File: config.mk
export PLATFORM = sky130hd
export DESIGN_NAME = regfile_loader
export DESIGN_NICKNAME = d
export VERILOG_FILES = /design/src/rtl/regfile_pkg.sv /design/src/rtl/byte_packer.sv /design/src/rtl/regfile_loader.sv
export SDC_FILE = /design/constraint.sdc
export NUM_CORES = 1
export LEC_CHECK = 0
export BUFFER_PORTS_ARGS = -buffer_cell sky130_fd_sc_hd__buf_4
export CORE_MARGIN = 2
export CORE_UTILIZATION = 45
export DETAILED_ROUTE_END_ITERATION = 6
export PLACE_DENSITY = 0.74
export REMOVE_ABC_BUFFERS = 1
export SLEW_MARGIN = 0
export SYNTH_ARGS = -nofsm -noshare
export SYNTH_HDL_FRONTEND = slang
export SYNTH_SLANG_ARGS = --single-unit
File: constraint.sdc
create_clock -name clk -period 1.58 [get_ports clk]
set_clock_uncertainty 0.2 [all_clocks]
set_input_delay 0.395 -clock clk [delete_from_list [all_inputs] [get_ports clk]]
set_output_delay 0.395 -clock clk [all_outputs]
set_load 0.02 [all_outputs]
File: src/rtl/regfile_pkg.sv
// -----------------------------------------------------------------------------
// regfile_pkg
// Shared constants for the 32 x 32-bit register file and its fill path.
// The Regfiles block and regfile_loader both size themselves from these values.
//   REG_NUM : number of registers (load addresses wrap modulo this)
//   ADDR_W  : register address width
//   DATA_W  : register width (four input bytes)
//   BYTE_W  : width of one streamed input byte
//   ld_state_t : loader FSM encoding (IDLE=0, COLLECT=1, WRITE=2, DONE=3)
// -----------------------------------------------------------------------------
package regfile_pkg;

    localparam int REG_NUM = 32;
    localparam int ADDR_W  = 5;
    localparam int DATA_W  = 32;
    localparam int BYTE_W  = 8;

    typedef enum logic [1:0] {
        IDLE    = 2'd0,
        COLLECT = 2'd1,
        WRITE   = 2'd2,
        DONE    = 2'd3
    } ld_state_t;

endpackage

File: src/rtl/byte_packer.sv
// -----------------------------------------------------------------------------
// byte_packer
// Packs four streamed bytes into one word, first byte in the most significant
// position. A 2-bit counter tracks how many bytes of the current word are held.
// Ports:
//   clk, rst   : clock, asynchronous active-low reset
//   clr        : discard any partial word (counter and word back to zero)
//   shift      : accept in_byte this cycle
//   in_byte    : byte to append
//   full       : the byte being accepted this cycle completes the word
//   word       : packed word (valid for the cycle after full)
// -----------------------------------------------------------------------------
module byte_packer
    import regfile_pkg::*;
#(
    parameter int DATA_W = regfile_pkg::DATA_W,
    parameter int BYTE_W = regfile_pkg::BYTE_W
) (
    input  logic              clk,
    input  logic              rst,
    input  logic              clr,
    input  logic              shift,
    input  logic [BYTE_W-1:0] in_byte,
    output logic              full,
    output logic [DATA_W-1:0] word
);

    logic [1:0] byte_cnt;

    // The counter wraps from 3 back to 0 on the completing byte, so the next
    // word starts cleanly without an explicit clear.
    always_ff @(posedge clk or negedge rst) begin
        if (!rst) begin
            byte_cnt <= 2'd0;
            word     <= '0;
        end else if (clr) begin
            byte_cnt <= 2'd0;
            word     <= '0;
        end else if (shift) begin
            byte_cnt <= byte_cnt + 2'd1;
            word     <= {word[DATA_W-BYTE_W-1:0], in_byte};
        end
    end

    assign full = shift && (byte_cnt == 2'd3);

endmodule

File: src/rtl/regfile_loader.sv
// -----------------------------------------------------------------------------
// regfile_loader
// Fill stage for the register file: takes a valid/ready byte stream, packs
// every four bytes MSB-first into a word and writes the words to consecutive
// register addresses starting at base_addr (wrapping modulo REG_NUM).
// Ports:
//   clk, rst            : clock, asynchronous active-low reset
//   start               : begin a load (honoured only when idle)
//   abort               : cancel the load in progress on the next edge
//   base_addr, count    : first address and number of words, latched on start
//   in_valid, in_data   : byte stream input
//   in_ready            : byte accepted this cycle when in_valid is high
//   we, waddr, wdata    : register file write port
//   busy                : load in progress
//   done                : one-cycle pulse at normal completion
// Every output is a register or a decode of the state register.
// -----------------------------------------------------------------------------
module regfile_loader
    import regfile_pkg::*;
#(
    parameter int REG_NUM = regfile_pkg::REG_NUM,
    parameter int ADDR_W  = regfile_pkg::ADDR_W,
    parameter int DATA_W  = regfile_pkg::DATA_W,
    parameter int BYTE_W  = regfile_pkg::BYTE_W
) (
    input  logic              clk,
    input  logic              rst,
    input  logic              start,
    input  logic              abort,
    input  logic [ADDR_W-1:0] base_addr,
    input  logic [ADDR_W:0]   count,
    input  logic              in_valid,
    input  logic [BYTE_W-1:0] in_data,
    output logic              in_ready,
    output logic              we,
    output logic [ADDR_W-1:0] waddr,
    output logic [DATA_W-1:0] wdata,
    output logic              busy,
    output logic              done
);

    ld_state_t         state, state_nxt;
    logic [ADDR_W-1:0] ptr;
    logic [ADDR_W:0]   remain;
    logic              load;
    logic              clr;
    logic              shift;
    logic              full;
    logic [DATA_W-1:0] word;

    byte_packer #(
        .DATA_W (DATA_W),
        .BYTE_W (BYTE_W)
    ) u_packer (
        .clk     (clk),
        .rst     (rst),
        .clr     (clr),
        .shift   (shift),
        .in_byte (in_data),
        .full    (full),
        .word    (word)
    );

    // An abort in COLLECT must not let a byte slip into the packer.
    assign shift = (state == COLLECT) && in_valid && !abort;

    always_ff @(posedge clk or negedge rst) begin
        if (!rst) begin
            state <= IDLE;
        end else begin
            state <= state_nxt;
        end
    end

    always_comb begin
        state_nxt = state;
        load      = 1'b0;
        clr       = 1'b0;
        case (state)
            IDLE: begin
                if (start && !abort) begin
                    load      = 1'b1;
                    clr       = 1'b1;
                    state_nxt = (count == '0) ? DONE : COLLECT;
                end
            end
            COLLECT: begin
                if (abort) begin
                    clr       = 1'b1;
                    state_nxt = IDLE;
                end else if (full) begin
                    state_nxt = WRITE;
                end
            end
            WRITE: begin
                // The write itself is decoded from state, so it completes
                // even when abort arrives in this cycle.
                if (abort) begin
                    state_nxt = IDLE;
                end else if (remain == (ADDR_W+1)'(1)) begin
                    state_nxt = DONE;
                end else begin
                    state_nxt = COLLECT;
                end
            end
            DONE: begin
                state_nxt = IDLE;
            end
            default: begin
                state_nxt = IDLE;
            end
        endcase
    end

    // Address pointer and remaining-word counter.
    always_ff @(posedge clk or negedge rst) begin
        if (!rst) begin
            ptr    <= '0;
            remain <= '0;
        end else if (load) begin
            ptr    <= base_addr;
            remain <= count;
        end else if (state == WRITE) begin
            ptr    <= (ptr == ADDR_W'(REG_NUM - 1)) ? '0 : ptr + ADDR_W'(1);
            remain <= remain - (ADDR_W+1)'(1);
        end
    end

    assign in_ready = (state == COLLECT);
    assign we       = (state == WRITE);
    assign busy     = (state != IDLE);
    assign done     = (state == DONE);
    assign waddr    = ptr;
    assign wdata    = word;

endmodule

* Word level (Yosys, flattened, before mapping) *
Cells that the tools add are included.

storage, ports and cells
  register bits after elaboration = 47
  bits of input ports = 24
  output and inout port bits = 41

cells by class
  add/subtract/negate cells = 3
  eq/ne operators = 8
  mux-type cells = 20
  reductions and logical operators = 11

operators by type and width
  kind                                                                count
  32-bit two-way mux                                                  2
  2-bit two-way mux                                                   8
  5-bit two-way mux                                                   3
  6-bit two-way mux                                                   2
  2-bit case mux with 4 select lines                                  1
  2-bit == test, second input constant                                3
  6-bit by 1-bit == test with 1-bit output, second input constant     1
  6-bit zero test                                                     1
  2-bit nonzero test                                                  3
  6-bit by 1-bit subtractor with 6-bit output, second input constant  1
  5-bit by 1-bit adder with 5-bit output, second input constant       1
  5-bit == test, second input constant                                1
  1-bit logical AND                                                   4
  1-bit two-way mux                                                   3
  3-bit by 2-bit != test with 1-bit output, second input constant     1
  2-bit by 1-bit adder with 2-bit output, second input constant       1
  2-bit by 1-bit == test with 1-bit output, second input constant     1
  2-bit zero test                                                     1
  2-bit != test, second input constant                                1
  1-bit case mux with 2 select lines                                  1
  2-bit AND reduction                                                 1
  1-bit zero test                                                     1

* Longest topological paths before layout *
  word-level depth = 7
  gate-level depth with buffers = 7
  mapped depth without buffers = 6

* Modules after synthesis *
Synthesis repeated with hierarchy kept, for this count alone.

unflattened totals
  cells, all modules = 197
  area, all modules = 2243.4 µm²

modules (own cells, without submodules)
  module          times used  cells each  area an instance (µm²)  seq. area each (µm²)
  byte_packer     1           112         1427.6                  850.8
  regfile_loader  1           85          815.8                   325.3

* Worst setup path after synthesis *
No wires, ideal clock.

  kind = register to register
  start point = reg ptr[0] (netlist: waddr[0])
  end point = reg ptr[2] (netlist: waddr[2])
  library setup time = 0.083 ns
  data arrival time = 1.557 ns
  required time = 1.297 ns
  path slack = -0.259 ns
  cell stages (with the launch flop) = 7
  path buffers = 0
  clock period less this slack = 1.839 ns
  path through = dfrtp_1 ha_1 and3_1 ha_1 nor4b_1 a21oi_1 o21ai_0

between the ends
  longest elaborated chain between the ends = 4
  elaborated cells on any way between the ends = 5

RTL lines
  element                                                                  line                   RTL
  from (decl)                                                              regfile_loader.sv:43   logic [ADDR_W-1:0] ptr;
  from (signal assigned)                                                   regfile_loader.sv:121  ptr <= base_addr;
  from (signal assigned)                                                   regfile_loader.sv:124  ptr <= (ptr == ADDR_W'(REG_NUM - 1)) ? '0 : ptr + ADDR_W'(1);
  5-bit by 1-bit adder with 5-bit output or 5-bit == test (tied branches)  regfile_loader.sv:124
  5-bit two-way mux *                                                      regfile_loader.sv:124
  5-bit two-way mux *                                                      regfile_loader.sv:123  end else if (state == WRITE) begin
  5-bit two-way mux *                                                      regfile_loader.sv:120  end else if (load) begin

Mark *: on every way between the ends. The rest lies on a longest branch, timed or not. The select of a mux whose other input is x is not followed.
A chain may end at the register's enable or synchronous reset.

* Worst setup path in the final report *
  start point = reg state[1]
  end point = reg u_packer.word[5]

between the ends
  longest elaborated chain between the ends = 4
  elaborated cells on any way between the ends = 7

RTL lines
  element                                                                     line                  RTL
  from (decl)                                                                 regfile_loader.sv:42  ld_state_t state, state_nxt;
  from (signal assigned)                                                      regfile_loader.sv:71  state <= state_nxt;
  parallel branches: the longest is 4 deep, another holds 32-bit two-way mux  --
  to (signal assigned)                                                        byte_packer.sv:41     word <= {word[DATA_W-BYTE_W-1:0], in_byte};
  to (decl)                                                                   byte_packer.sv:25     output logic [DATA_W-1:0] word

Several ways; the timed one is not identified.

==> results.toml <==
[outcome]
outcome = "complete, but fails checks"
violations = "negative setup slack"

[final_layout]
layout.nets = 309
layout-drive-gt1-share_pct = 62.3
design_area_mm2 = 0.00358
synthToLayoutAreaGrowth_pct = 70.3
diodes = 0
nFillCells = 240

[floorplanning]
die_w_um = 72.4
pin_count = 65
core_mm2 = 0.00441
die_h_um = 72.4
die-area_mm2 = 0.00524
initial_core_util_pct = 47.6
rows = 24

[route]
first_iter_violations = 164
vias = 1928
drt-total-wl_um = 6560
drtAntennaViolNets = 0
drt_first_pass_iters = 4
via_per_inst = 5.79
post_drt_wl_per_cell_um = 19.7
drc = 0

[worst_hold_path]
hold_class = "primary input to flip-flop"
min-delay-start = "base_addr[3]"

[pwr]
power.internal_w = 0.00222
p_sw_w = 0.000889
p_seq_share_pct = 44.2
peakVddDrop_mv = 0.623
switching_share_pct = 28.6
clkPwrFrac_pct = 30.5
pwr-share-comb_pct = 25.3
powerDensity_mw_per_mm2 = 867
p_total_w = 0.00310
power.leakage_nw = 1.88

[timing]
fmax_mhz = 553
period_minus_slack_ps = 1810
slew_violations = 0
hold_viol_final = 0
fin_crit_sh_pct = 114
worst_pin_slew_ps = 484
timing.final.ws_setup_ps = -228
setup_viol = 50
max-slew-margin-rel_pct = 67.4
rsz0062_at_grt = "true"

[global_routing]
grt_max_degree = 29
grt_first_pass_wirelength_um = 10300
grt_overflow = 0
grt_pass1_vias = 1958
antenna_found_initial = 0
grt_util_all_layers_pct = 26.0

[clock_tree]
cts.sinks = 47
htreeDepth = 2
cts_root_buffer = "clkbuf_8"
cts_tree = "done"
clk_latency_ps = 300
cts_buffers = 5
clk_pin_slew_ps = 90
clockBufferDepth = 2

[logic_synthesis]
ys.flop_type = "dfrtp_1"
postSynthAreaPerCell_um2 = 12.4
synth_top_area_share_pct = 55.9
synthCells = 170
synth_area_leader_cell = "dfrtp_1"
synth_common_cells = "47 x dfrtp_1, 29 x a22o_2, 12 x nor2_1"
ys_seq_area_share_pct = 55.9
synth_edf_count = 0
ys_types = 31
synth-seq-cells = 47
async_flop_share_pct = 100
netlist_area_mm2 = 0.00210
yosysMostFrequentCell = "dfrtp_1"
yosysWarnings = 0
synth.area.top_cells = "dfrtp_1 56%, a22o_2 14%, ha_1 3.0%"

[placement]
hpwl_um = 3470
place_congestion = 0.841
pre_cts_slack_ps = -188
io_buffers = 64
postPlaceCellArea_mm2 = 0.00278

[critical_path]
startpoint_type = "flip-flop"
critPathRequiredTime_ps = 1620
r2r_start = "state[1]"
cp-startpoint = "state[1]"
cp.arrival_ps = 1850
end_kind = "flip-flop"
worstPathMaxFanout = 8
ff2ff_setup_slack_ps = -230
path_class = "flip-flop to flip-flop"

[flow_run]
cap_violations = 0
through the flow:
stage               hold WS (ps)  std cells  util, %  setup TNS (ps)
CTS                         89.9        327     79.2           -5340
global route                90.4        333     81.2          -10330
floorplan                   -101        160        -          -18760
finish                      99.5        333     81.2           -7880
detailed placement          92.6        298     63.0           -2930
global placement            94.9        298     63.0           -2820
cell type report:
class	instances	area (µm²)	share of cell area (%)
flip-flops and latches	47	1180	32.9
multi-input cells	106	1110	31.0
repair buffers	113	1070	29.9
clock buffers	6	82.6	2.31
well taps	52	65.1	1.82
clock inverters	2	38.8	1.08
inverters	7	33.8	0.943
registers in the layout (all words and copies together) (netlist names):
register           flops
u_packer.word         32
remain                 6
waddr                  5
state                  2
u_packer.byte_cnt      2
power by group through the flow:
stage               logic [W]  registers [W]  clock network (W)
floorplan            0.000207        0.00143                  0
global placement     0.000574        0.00137                  0
detailed placement   0.000577        0.00137                  0
CTS                  0.000730        0.00136           0.000959
global route         0.000839        0.00138            0.00101
finish               0.000786        0.00137           0.000948
worst paths after layout:
kind                                     end  cells past startpoint
hold reg to reg            u_packer.word[30]                      1
setup / recovery            u_packer.word[5]                      7
max in group asynchronous   u_packer.word[5]                      3
min in group asynchronous  u_packer.word[24]                      2
hold / removal                      waddr[3]                      3
setup reg to reg            u_packer.word[5]                      7
placed cells by master, fill, tap and decap left out, drive strengths merged:
master,count
a222oi,1
a221o,3
o311ai,1
dfrtp,47
dlygate4sd3,1
a211oi,1
nor3b,1
ha,5
nor4,3
a22oi,2
a32oi,1
nand3,2
mux2,1
o22ai,1
nor2,13
nand2b,3
nand2,9
o21ai,8
and3,3
a22o,33
a2bb2oi,2
bufinv,1
clkbuf,7
a21oi,3
nor3,6
buf,111
inv,8
nor4b,4
critical path, cell delays in order (launching register included):
cell and delay [ps]:
dfrtp_2 450, buf_6 140, buf_6 110, nor4b_4 260, buf_6 190, buf_12 130, buf_16 130, a22o_1 140
layer usage:
metal	vias up	GRT usage, %	wire, µm
met3	14	4.17	263
met4	0	11.5	210
met5	-	0	0
met1	985	31.8	2640
met2	62	45.4	3450
li1	867	-	-
cell families (layout without fill, tap and decap cells):
family	count (synthesis)	count (layout)	synth area share, %
AO/OA/AOI/OAI	56	56	23.9
adder cells (fa/ha/maj)	5	5	2.97
buffers and inverters	17	128	4.64
flip-flops	47	47	55.9
multiplexers	1	1	0.535
AND/OR/NAND/NOR	44	44	12.1
repair_timing:
item                                   in CTS  in global routing
cloned                                      5                  1
buffers inserted                           15                 10
endpoints found under the hold margin      17                  0
setup endpoints to repair                  49                 54
pin swaps                                  37                 10
hold buffers                                1                  0
gates resized for setup                    64                 24
Power figures use the tool's default switching activity.
